File: src/rtl/av2_obu_front_end_if.sv
// Bundles the bitstream beat, OBU descriptor and frame header handshakes
// between the OBU front end and its producer/consumers.
interface av2_obu_front_end_if #(
  parameter int DATA_WIDTH = 128
);
  logic [DATA_WIDTH-1:0] s_axis_tdata;
  logic                  s_axis_tvalid;
  logic                  s_axis_tready;
  logic                  s_axis_tlast;
  logic [3:0]            obu_type;
  logic [31:0]           obu_size;
  logic                  obu_valid;
  logic                  obu_ready;
  logic [1:0]            frame_type;
  logic [15:0]           frame_width;
  logic [15:0]           frame_height;
  logic [7:0]            qindex;
  logic                  header_valid;
  logic                  header_ready;
  logic                  error;

  modport slave (
    input  s_axis_tdata, s_axis_tvalid, s_axis_tlast, obu_ready, header_ready,
    output s_axis_tready, obu_type, obu_size, obu_valid, frame_type,
           frame_width, frame_height, qindex, header_valid, error
  );

  modport master (
    output s_axis_tdata, s_axis_tvalid, s_axis_tlast, obu_ready, header_ready,
    input  s_axis_tready, obu_type, obu_size, obu_valid, frame_type,
           frame_width, frame_height, qindex, header_valid, error
  );
endinterface

File: src/rtl/av2_obu_front_end.sv
// Parses the OBU header, LEB128 size and leading frame header fields from the
// first beat of each OBU and presents them as descriptor/header records.
//
// state | meaning
// IDLE  | waiting for the first beat of an OBU
// HOLD  | descriptor presented, stream stalled until obu_ready
// SKIP  | dropping remaining beats of the current OBU up to tlast
module av2_obu_front_end #(
  parameter int DATA_WIDTH = 128
) (
  input logic clk,
  input logic rst,
  av2_obu_front_end_if.slave bus
);
  typedef enum logic [1:0] {IDLE, HOLD, SKIP} state_t;

  state_t state, state_nxt;

  logic        load_obu, err_set, last_q;
  logic        malformed, is_hdr;
  logic [3:0]  p, q, nsz;
  logic [7:0]  lb0, lb1, lb2, lb3;
  logic [7:0]  fb1, fb2, fb3, fb4, fb5;
  logic [1:0]  ft_dec;
  logic [31:0] size_dec;

  logic [3:0]  obu_type_q;
  logic [31:0] obu_size_q;
  logic [1:0]  frame_type_q;
  logic [15:0] frame_width_q, frame_height_q;
  logic [7:0]  qindex_q;
  logic        header_valid_q, error_q;

  function automatic logic [7:0] byte_at(input logic [DATA_WIDTH-1:0] d, input logic [3:0] idx);
    return d[8*idx +: 8];
  endfunction

  function automatic logic [1:0] bits2_at(input logic [DATA_WIDTH-1:0] d, input logic [3:0] idx);
    return d[8*idx +: 2];
  endfunction

  function automatic logic [15:0] plus1_sat(input logic [15:0] v);
    return (v == 16'hFFFF) ? 16'hFFFF : v + 16'd1;
  endfunction

  // First-beat parse: extension byte skipped, then up to four LEB128 size bytes,
  // then the frame header fields start at offset q.
  always_comb begin
    p        = bus.s_axis_tdata[2] ? 4'd2 : 4'd1;
    lb0      = byte_at(bus.s_axis_tdata, p);
    lb1      = byte_at(bus.s_axis_tdata, p + 4'd1);
    lb2      = byte_at(bus.s_axis_tdata, p + 4'd2);
    lb3      = byte_at(bus.s_axis_tdata, p + 4'd3);
    size_dec = '0;
    nsz      = 4'd0;
    malformed = bus.s_axis_tdata[7];
    if (bus.s_axis_tdata[1]) begin
      nsz           = 4'd1;
      size_dec[6:0] = lb0[6:0];
      if (lb0[7]) begin
        nsz            = 4'd2;
        size_dec[13:7] = lb1[6:0];
        if (lb1[7]) begin
          nsz             = 4'd3;
          size_dec[20:14] = lb2[6:0];
          if (lb2[7]) begin
            nsz             = 4'd4;
            size_dec[27:21] = lb3[6:0];
            malformed       = malformed | lb3[7];
          end
        end
      end
    end
    q      = p + nsz;
    ft_dec = bits2_at(bus.s_axis_tdata, q);
    fb1    = byte_at(bus.s_axis_tdata, q + 4'd1);
    fb2    = byte_at(bus.s_axis_tdata, q + 4'd2);
    fb3    = byte_at(bus.s_axis_tdata, q + 4'd3);
    fb4    = byte_at(bus.s_axis_tdata, q + 4'd4);
    fb5    = byte_at(bus.s_axis_tdata, q + 4'd5);
    is_hdr = (bus.s_axis_tdata[6:3] == 4'd3) || (bus.s_axis_tdata[6:3] == 4'd6);
  end

  always_ff @(posedge clk) begin
    if (rst) state <= IDLE;
    else     state <= state_nxt;
  end

  always_comb begin
    state_nxt = state;
    load_obu  = 1'b0;
    err_set   = 1'b0;
    case (state)
      IDLE: begin
        if (bus.s_axis_tvalid) begin
          if (malformed) begin
            err_set = 1'b1;
            if (!bus.s_axis_tlast) state_nxt = SKIP;
          end else begin
            load_obu  = 1'b1;
            state_nxt = HOLD;
          end
        end
      end
      HOLD: if (bus.obu_ready) state_nxt = last_q ? IDLE : SKIP;
      SKIP: if (bus.s_axis_tvalid && bus.s_axis_tlast) state_nxt = IDLE;
      default: state_nxt = IDLE;
    endcase
  end

  always_ff @(posedge clk) begin
    if (rst) begin
      obu_type_q     <= '0;
      obu_size_q     <= '0;
      last_q         <= 1'b0;
      frame_type_q   <= '0;
      frame_width_q  <= '0;
      frame_height_q <= '0;
      qindex_q       <= '0;
      header_valid_q <= 1'b0;
      error_q        <= 1'b0;
    end else begin
      error_q <= err_set;
      if (load_obu) begin
        obu_type_q <= bus.s_axis_tdata[6:3];
        obu_size_q <= size_dec;
        last_q     <= bus.s_axis_tlast;
      end
      // A new header load takes priority over a same-cycle consumer release.
      if (load_obu && is_hdr) begin
        frame_type_q   <= ft_dec;
        frame_width_q  <= plus1_sat({fb2, fb1});
        frame_height_q <= plus1_sat({fb4, fb3});
        qindex_q       <= fb5;
        header_valid_q <= 1'b1;
      end else if (bus.header_ready) begin
        header_valid_q <= 1'b0;
      end
    end
  end

  assign bus.s_axis_tready = !rst && (state != HOLD);
  assign bus.obu_valid     = (state == HOLD);
  assign bus.obu_type      = obu_type_q;
  assign bus.obu_size      = obu_size_q;
  assign bus.frame_type    = frame_type_q;
  assign bus.frame_width   = frame_width_q;
  assign bus.frame_height  = frame_height_q;
  assign bus.qindex        = qindex_q;
  assign bus.header_valid  = header_valid_q;
  assign bus.error         = error_q;
endmodule

File: src/flat_wrapper.sv
// flat-port wrapper written by rule: the top's interface ports become plain ports
module av2_obu_front_end_flat 
#(
  parameter int DATA_WIDTH = 128
)
  (clk, rst, bus_s_axis_tdata, bus_s_axis_tvalid, bus_s_axis_tlast, bus_obu_ready, bus_header_ready, bus_s_axis_tready, bus_obu_type, bus_obu_size, bus_obu_valid, bus_frame_type, bus_frame_width, bus_frame_height, bus_qindex, bus_header_valid, bus_error);
  av2_obu_front_end_if #(.DATA_WIDTH(DATA_WIDTH)) bus_i ();
  input logic clk;
  input logic rst;
  input wire logic [$bits(bus_i.s_axis_tdata)-1:0] bus_s_axis_tdata;
  input wire logic [$bits(bus_i.s_axis_tvalid)-1:0] bus_s_axis_tvalid;
  input wire logic [$bits(bus_i.s_axis_tlast)-1:0] bus_s_axis_tlast;
  input wire logic [$bits(bus_i.obu_ready)-1:0] bus_obu_ready;
  input wire logic [$bits(bus_i.header_ready)-1:0] bus_header_ready;
  output wire logic [$bits(bus_i.s_axis_tready)-1:0] bus_s_axis_tready;
  output wire logic [$bits(bus_i.obu_type)-1:0] bus_obu_type;
  output wire logic [$bits(bus_i.obu_size)-1:0] bus_obu_size;
  output wire logic [$bits(bus_i.obu_valid)-1:0] bus_obu_valid;
  output wire logic [$bits(bus_i.frame_type)-1:0] bus_frame_type;
  output wire logic [$bits(bus_i.frame_width)-1:0] bus_frame_width;
  output wire logic [$bits(bus_i.frame_height)-1:0] bus_frame_height;
  output wire logic [$bits(bus_i.qindex)-1:0] bus_qindex;
  output wire logic [$bits(bus_i.header_valid)-1:0] bus_header_valid;
  output wire logic [$bits(bus_i.error)-1:0] bus_error;
  assign bus_i.s_axis_tdata = bus_s_axis_tdata;
  assign bus_i.s_axis_tvalid = bus_s_axis_tvalid;
  assign bus_i.s_axis_tlast = bus_s_axis_tlast;
  assign bus_i.obu_ready = bus_obu_ready;
  assign bus_i.header_ready = bus_header_ready;
  assign bus_s_axis_tready = bus_i.s_axis_tready;
  assign bus_obu_type = bus_i.obu_type;
  assign bus_obu_size = bus_i.obu_size;
  assign bus_obu_valid = bus_i.obu_valid;
  assign bus_frame_type = bus_i.frame_type;
  assign bus_frame_width = bus_i.frame_width;
  assign bus_frame_height = bus_i.frame_height;
  assign bus_qindex = bus_i.qindex;
  assign bus_header_valid = bus_i.header_valid;
  assign bus_error = bus_i.error;
  av2_obu_front_end #(.DATA_WIDTH(DATA_WIDTH)) u_core (.clk(clk), .rst(rst), .bus(bus_i));
endmodule
File: config.mk
export PLATFORM = sky130hd
export DESIGN_NAME = av2_obu_front_end_flat
export DESIGN_NICKNAME = d
export VERILOG_FILES = /design/src/rtl/av2_obu_front_end_if.sv /design/src/rtl/av2_obu_front_end.sv /design/src/flat_wrapper.sv
export SDC_FILE = /design/constraint.sdc
export NUM_CORES = 1
export LEC_CHECK = 0
export CAP_MARGIN = 40
export CORE_MARGIN = 2
export CORE_UTILIZATION = 45
export DETAILED_ROUTE_END_ITERATION = 16
export GPL_TIMING_DRIVEN = 0
export PLACE_DENSITY = 0.82
export SETUP_SLACK_MARGIN = 0.5
export SLEW_MARGIN = 40
export SYNTH_ARGS = -nofsm -noshare
export SYNTH_HDL_FRONTEND = slang
export SYNTH_SLANG_ARGS = --single-unit
export TNS_END_PERCENT = 5
File: constraint.sdc
create_clock -name clk -period 6.6 [get_ports clk]
set_input_delay 1.32 -clock clk [delete_from_list [all_inputs] [get_ports clk]]
set_output_delay 1.32 -clock clk [all_outputs]
set_load 0.005 [all_outputs]
# Word level (Yosys, flattened, before mapping)
# Index checks and enable logic that the tools add are counted.
[totals]
register_bits = 79
latch_bits = 0
ram_bits = 0
romBits = 0
input_bits = 134
n_memories = 0
[classes]
add_sub_neg = 11
n_mul = 0
div_mod_pow = 0
order_cmp = 0
eq_ne = 11
shift = 10
mux = 28
bitwise = 3
reduce_logical = 9
[ops]
columns = ["cell", "n"]
rows = [
  ["$shiftx 128x8->8", 9],
  ["$shiftx 128x8->2", 1],
  ["$add 16x1->16 const B", 2],
  ["$eq 16x16->1 const B", 2],
  ["$mux 16", 2],
  ["$mux 28", 1],
  ["$mux 21", 1],
  ["$add 4x2->4 const B", 4],
  ["$mux 14", 1],
  ["$mux 2", 7],
  ["$mux 4", 3],
  ["$mux 1", 10],
  ["$add 4x1->4 const B", 2],
  ["$add 4x3->4 const B", 2],
  ["$mux 7", 1],
  ["$pmux 2 s3", 1],
  ["$add 4x4->4", 1],
  ["$eq 4x2->1 const B", 1],
  ["$eq 4x3->1 const B", 1],
  ["$ne 2x1->1 const B", 2],
  ["$ne 2x2->1 const B", 2],
  ["$reduce_and 4->1", 1],
  ["$logic_and 1x1->1", 3],
  ["$mux 3", 1],
  ["other kinds (10)", 11],
]

# Longest topological paths before layout
[logic_depth]
word_depth = 13
ltp_mapped = 27

# Worst setup path before layout
# OpenSTA, ideal clock, no wires.
[synth_path]
kind = "in2reg"
from = "input port bus_s_axis_tdata[2]"
to = "register u_core.frame_width_q[10], in the netlist u_core.bus.frame_width[10]"
setup_time_ps = 81
arrival_time_ps = 6828
setup_slack_ps = -308
cell_stages = 26
path_buffers = 9
path_cell_list = "buf_6 -> clkbuf_1 -> clkbuf_1 -> nand2_1 -> nand2_1 -> a21oi_1 -> fa_1 -> buf_6 -> clkinv_1 -> clkbuf_1 -> ha_1 -> buf_4 -> buf_4 -> buf_2 -> mux4_2 -> a211oi_1 -> o31a_1 -> a2111oi_4 -> or2_2 -> ha_1 -> inv_1 -> nor4_4 -> and2_4 -> a41oi_4 -> buf_6 -> a211oi_2"
[synth_via]
elab_chain_cells = 12
elab_cells_between_ends = 29
[synth_lines]
columns = ["item", "line", "source"]
rows = [
  ["start, declared", "flat_wrapper.sv:10", "input wire logic [$bits(bus_i.s_axis_tdata)-1:0] bus_s_axis_tdata;"],
  ["$mux 2", "av2_obu_front_end.sv:49", "p = bus.s_axis_tdata[2] ? 4'd2 : 4'd1;"],
  ["$add 4x2->4 (on tied branches)", "av2_obu_front_end.sv:52, av2_obu_front_end.sv:53", ""],
  ["$shiftx 128x8->8", "av2_obu_front_end.sv:35", "return d[8*idx +: 8];"],
  ["$mux 3 or $or 1x1->1 (tied branches)", "av2_obu_front_end.sv:66, av2_obu_front_end.sv:69", ""],
  ["$mux 4 or $mux 1 (tied branches)", "av2_obu_front_end.sv:63, av2_obu_front_end.sv:66", ""],
  ["$mux 4 or $mux 1 (tied branches)", "av2_obu_front_end.sv:60, av2_obu_front_end.sv:63", ""],
  ["$mux 4 or $mux 1 (tied branches)", "av2_obu_front_end.sv:57, av2_obu_front_end.sv:60", ""],
  ["$add 4x4->4 or $mux 1 (tied branches)", "av2_obu_front_end.sv:74, av2_obu_front_end.sv:57", ""],
  ["$add 4x1->4, or another cell as far along", "av2_obu_front_end.sv:76", "fb1 = byte_at(bus.s_axis_tdata, q + 4'd1);"],
  ["$shiftx 128x8->8 or $mux 1 (tied branches)", "av2_obu_front_end.sv:35, av2_obu_front_end.sv:95", ""],
  ["$add 16x1->16, or another cell as far along", "av2_obu_front_end.sv:43", "return (v == 16'hFFFF) ? 16'hFFFF : v + 16'd1;"],
  ["$mux 16 or $logic_and 1x1->1 (tied branches)", "av2_obu_front_end.sv:43, av2_obu_front_end.sv:130", ""],
  ["end signal, assigned", "av2_obu_front_end.sv:132", "frame_width_q <= plus1_sat({fb2, fb1});"],
  ["end, declared", "av2_obu_front_end.sv:30", "logic [15:0] frame_width_q, frame_height_q;"],
]
# Several ways; a longest one is shown, not always the timed one.
# A chain may end at the register's enable or synchronous reset.

# Worst setup path in the final report
[layout_path]
from = "input port bus_s_axis_tdata[2]"
to = "register u_core.frame_width_q[7], in the netlist u_core.bus.frame_width[7]"
# Same word-level chain as after synthesis.

==> flow_summary.json <==
{
  "sw_frac_of_total": 0.447,
  "num_vias": 10693,
  "htree_num_levels": 3,
  "detail_route.wl_per_cell_um": 30.0,
  "grtUsageTotal": 0.413,
  "yosysTopAreaCellShare": 0.229,
  "cp_data_required_time_ns": 6.81,
  "hold_class": "reg2reg",
  "final_cells": 1545,
  "synth_area_leaders": "mux4_2 (23%), dfxtp_1 (17%), mux2i_1 (7.9%)",
  "grt_overflow": 0,
  "hold_viol": 0,
  "viasPerCell": 6.92,
  "drtIter0Drc": 1252,
  "vdd_drop_max_mv": 0.125,
  "synth_edf_count": 0,
  "rsz0062_at_grt": "true",
  "slew_headroom": 0.430,
  "clk_latency_ns": 0.36,
  "nets": 1407,
  "yosysUniqueCellTypes": 92,
  "antenna_cells": 0,
  "seq_area_mm2": 0.00158,
  "syn_area_per_cell_um2": 9.37,
  "multi_input_area_mm2": 0.00748,
  "combPwrFrac": 0.627,
  "syn_area_mm2": 0.00955,
  "synth_top_cell_by_area": "mux4_2",
  "port-buffer-count": 208,
  "area_growth_syn_to_layout_pct": 33.5,
  "dp_hpwl_um": 36100,
  "tightest_slew_ns": 0.853,
  "pwr-share-clk": 0.190,
  "p_leak_nw": 4.45,
  "rr_startpoint": "u_core.state[0]",
  "fmaxAchievable_mhz": 166,
  "grt_max_degree": 18,
  "antenna_found_initial": 1,
  "coreArea_mm2": 0.0209,
  "clockBufferDepth": 2,
  "yosys_warnings": 0,
  "cp_max_fo": 10,
  "cts_sinks": 79,
  "nFillCells": 1830,
  "switching_power_mw": 1.21,
  "initial_core_util": 0.457,
  "dieArea_mm2": 0.0224,
  "startpoint": "bus_s_axis_tdata[2]",
  "setup_tns_ns": 0,
  "drive_gt1_frac": 0.235,
  "root_buffer": "clkbuf_16",
  "grt_pass1_wl_um": 67400,
  "drv_cap": 0,
  "power_density_mw_per_mm2": 212,
  "io_pins": 216,
  "place_inst": 1506,
  "fin_crit_ns": 6.01,
  "p_int_mw": 1.49,
  "ctsHoldBuffers": 0,
  "chipWidth_um": 150,
  "cts_tree": "built",
  "syn_inst": 1019,
  "power_frac_seq": 0.183,
  "ant_nets": 0,
  "hold-worst-slack_ns": 0.454,
  "drc_errors": 0,
  "finClkSkew_ns": 0.0112,
  "critPathCaptureType": "flop",
  "critPathLaunchType": "input port",
  "crit_type": "in2reg",
  "rows": 53,
  "async_flop_share": 0,
  "die_h_um": 150,
  "drt_first_pass_iters": 5,
  "yosysSeqAreaShare": 0.166,
  "outcome": "completed",
  "gp_congestion": 1.06,
  "maxSlewViolCount": 0,
  "fin_crit_sh": 0.911,
  "worstHoldStart": "u_core.bus.obu_size[6]",
  "setup_viol": 0,
  "ys.flop_type": "dfxtp_1",
  "wl_um": 46300,
  "ys_seq_elements": 79,
  "worstPathArrival_ns": 6.22,
  "first_global_vias": 10452,
  "r2r_slack_ns": 4.06,
  "final_core_util": 0.610,
  "cts_made_buffers": 9,
  "clk_pin_slew_worst_paths_ns": 0.07
}
==> registers in the layout (all words and copies together) (netlist names) <==
register / count
u_core.bus.header_valid: 1
u_core.bus.frame_type: 2
u_core.state: 2
u_core.bus.error: 1
u_core.bus.obu_type: 4
u_core.bus.qindex: 8
u_core.last_q: 1
u_core.bus.obu_size: 28
u_core.bus.frame_height: 16
u_core.bus.frame_width: 16
==> layout make-up <==
type                            count  area share
Clock inverter                      7     0.00589
Multi-Input combinational cell    837       0.587
Inverter                           13     0.00511
Buffer                             93      0.0559
Sequential cell                    79       0.124
Timing Repair Buffer              232       0.177
Clock buffer                        9      0.0177
Tap cell                          275      0.0270
==> final timing paths <==
kind,end,cells past startpoint
setup / recovery,u_core.bus.frame_width[7],25
hold / removal,u_core.bus.obu_size[6],2
setup reg to reg,u_core.bus.frame_type[0],7
hold reg to reg,u_core.bus.obu_size[6],2
==> per-layer routing <==
layer,global-route usage,vias to the layer above,routed length (um)
li1,-,4455,-
met3,0.122,180,5720
met1,0.509,5239,16900
met4,0.244,0,3230
met2,0.641,819,20500
met5,0,-,0
==> synthesized netlist by cell type (13+ instances only) <==
cell type,instances
dfxtp_1,79
buf_4,13
nand2_1,96
a211oi_2,20
o21ai_0,24
xor2_1,14
nor2_1,79
clkbuf_1,44
xnor2_1,14
mux2i_1,75
nand3_1,43
a211oi_1,21
nor3_1,36
mux2_2,38
a21oi_1,79
buf_2,19
mux4_2,97
==> through the flow <==
| stage | power, mW | setup WS (ns) | cell area, um2 |
|---|---|---|---|
| after floorplan | 1.52 | 0.472 | 9670 |
| after global placement | 2.05 | -1.41 | 12100 |
| after detailed placement | 2.06 | -1.42 | 12100 |
| after CTS | 2.63 | 0.541 | 12700 |
| after global routing | 2.76 | 0.454 | 12700 |
| final | 2.70 | 0.587 | 12700 |
==> power by group through the flow <==
stage                     Combinational [mW]  Clock (mW)  Sequential (mW)
after detailed placement                1.55           0            0.505
final                                   1.69       0.512            0.494
after floorplan                         1.02           0            0.505
after global routing                    1.74       0.533            0.495
after CTS                               1.62       0.517            0.494
after global placement                  1.55           0            0.504
==> logic make-up (layout without fill, tap and decap cells) <==
family                   after synthesis  count (layout)  share of synthesized area
other                                  1               4                   0.000393
flip-flops                            79              79                      0.166
XOR/XNOR                              32              32                     0.0351
buffers and inverters                106             354                     0.0620
AND/OR/NAND/NOR                      333             333                      0.175
multiplexers                         213             213                      0.359
adder cells (fa/ha/maj)                8               8                     0.0113
AO/OA/AOI/OAI                        247             247                      0.191
==> critical path, cell delays in order <==
cell and delay, ns:
buf_4 0.12, buf_8 0.15, inv_2 0.08, o311a_1 0.38
ha_4 0.18, fa_1 0.56, buf_6 0.17, clkinv_8 0.05
clkbuf_16 0.16, ha_4 0.26, buf_6 0.16, buf_12 0.15
buf_12 0.16, mux4_2 0.64, a22oi_1 0.26, nand3_2 0.17
nand2_1 0.11, nand2_1 0.10, ha_4 0.18, inv_2 0.07
nor4_4 0.05, and2_4 0.17, a41oi_4 0.27, buf_6 0.20
a211oi_2 0.06
==> placed cells by master (no fill, tap or decap), types with 12 or more instances in the layout <==
cell             synthesis  final
clkdlybuf4s50_1          0    204
mux4_2                  97     97
nand2_1                 96     96
nor2_1                  79     79
dfxtp_1                 79     79
a21oi_1                 79     78
mux2i_1                 75     74
nand3_1                 43     42
mux2_2                  38     38
buf_4                   13     36
clkbuf_1                44     36
nor3_1                  36     36
o21ai_0                 24     24
a211oi_1                21     21
a211oi_2                20     20
buf_2                   19     17
xor2_1                  14     14
xnor2_1                 14     14
clkbuf_16                0     12
==> what timing repair did <==
action | in CTS | in global routing
gates resized for setup | 50 | 3
gates cloned | 1 | 0
buffers inserted | 22 | 0
pin swaps | 11 | 5
endpoints found under the setup margin | 40 | 28
Note: power is estimated with default switching activity, not from simulation.
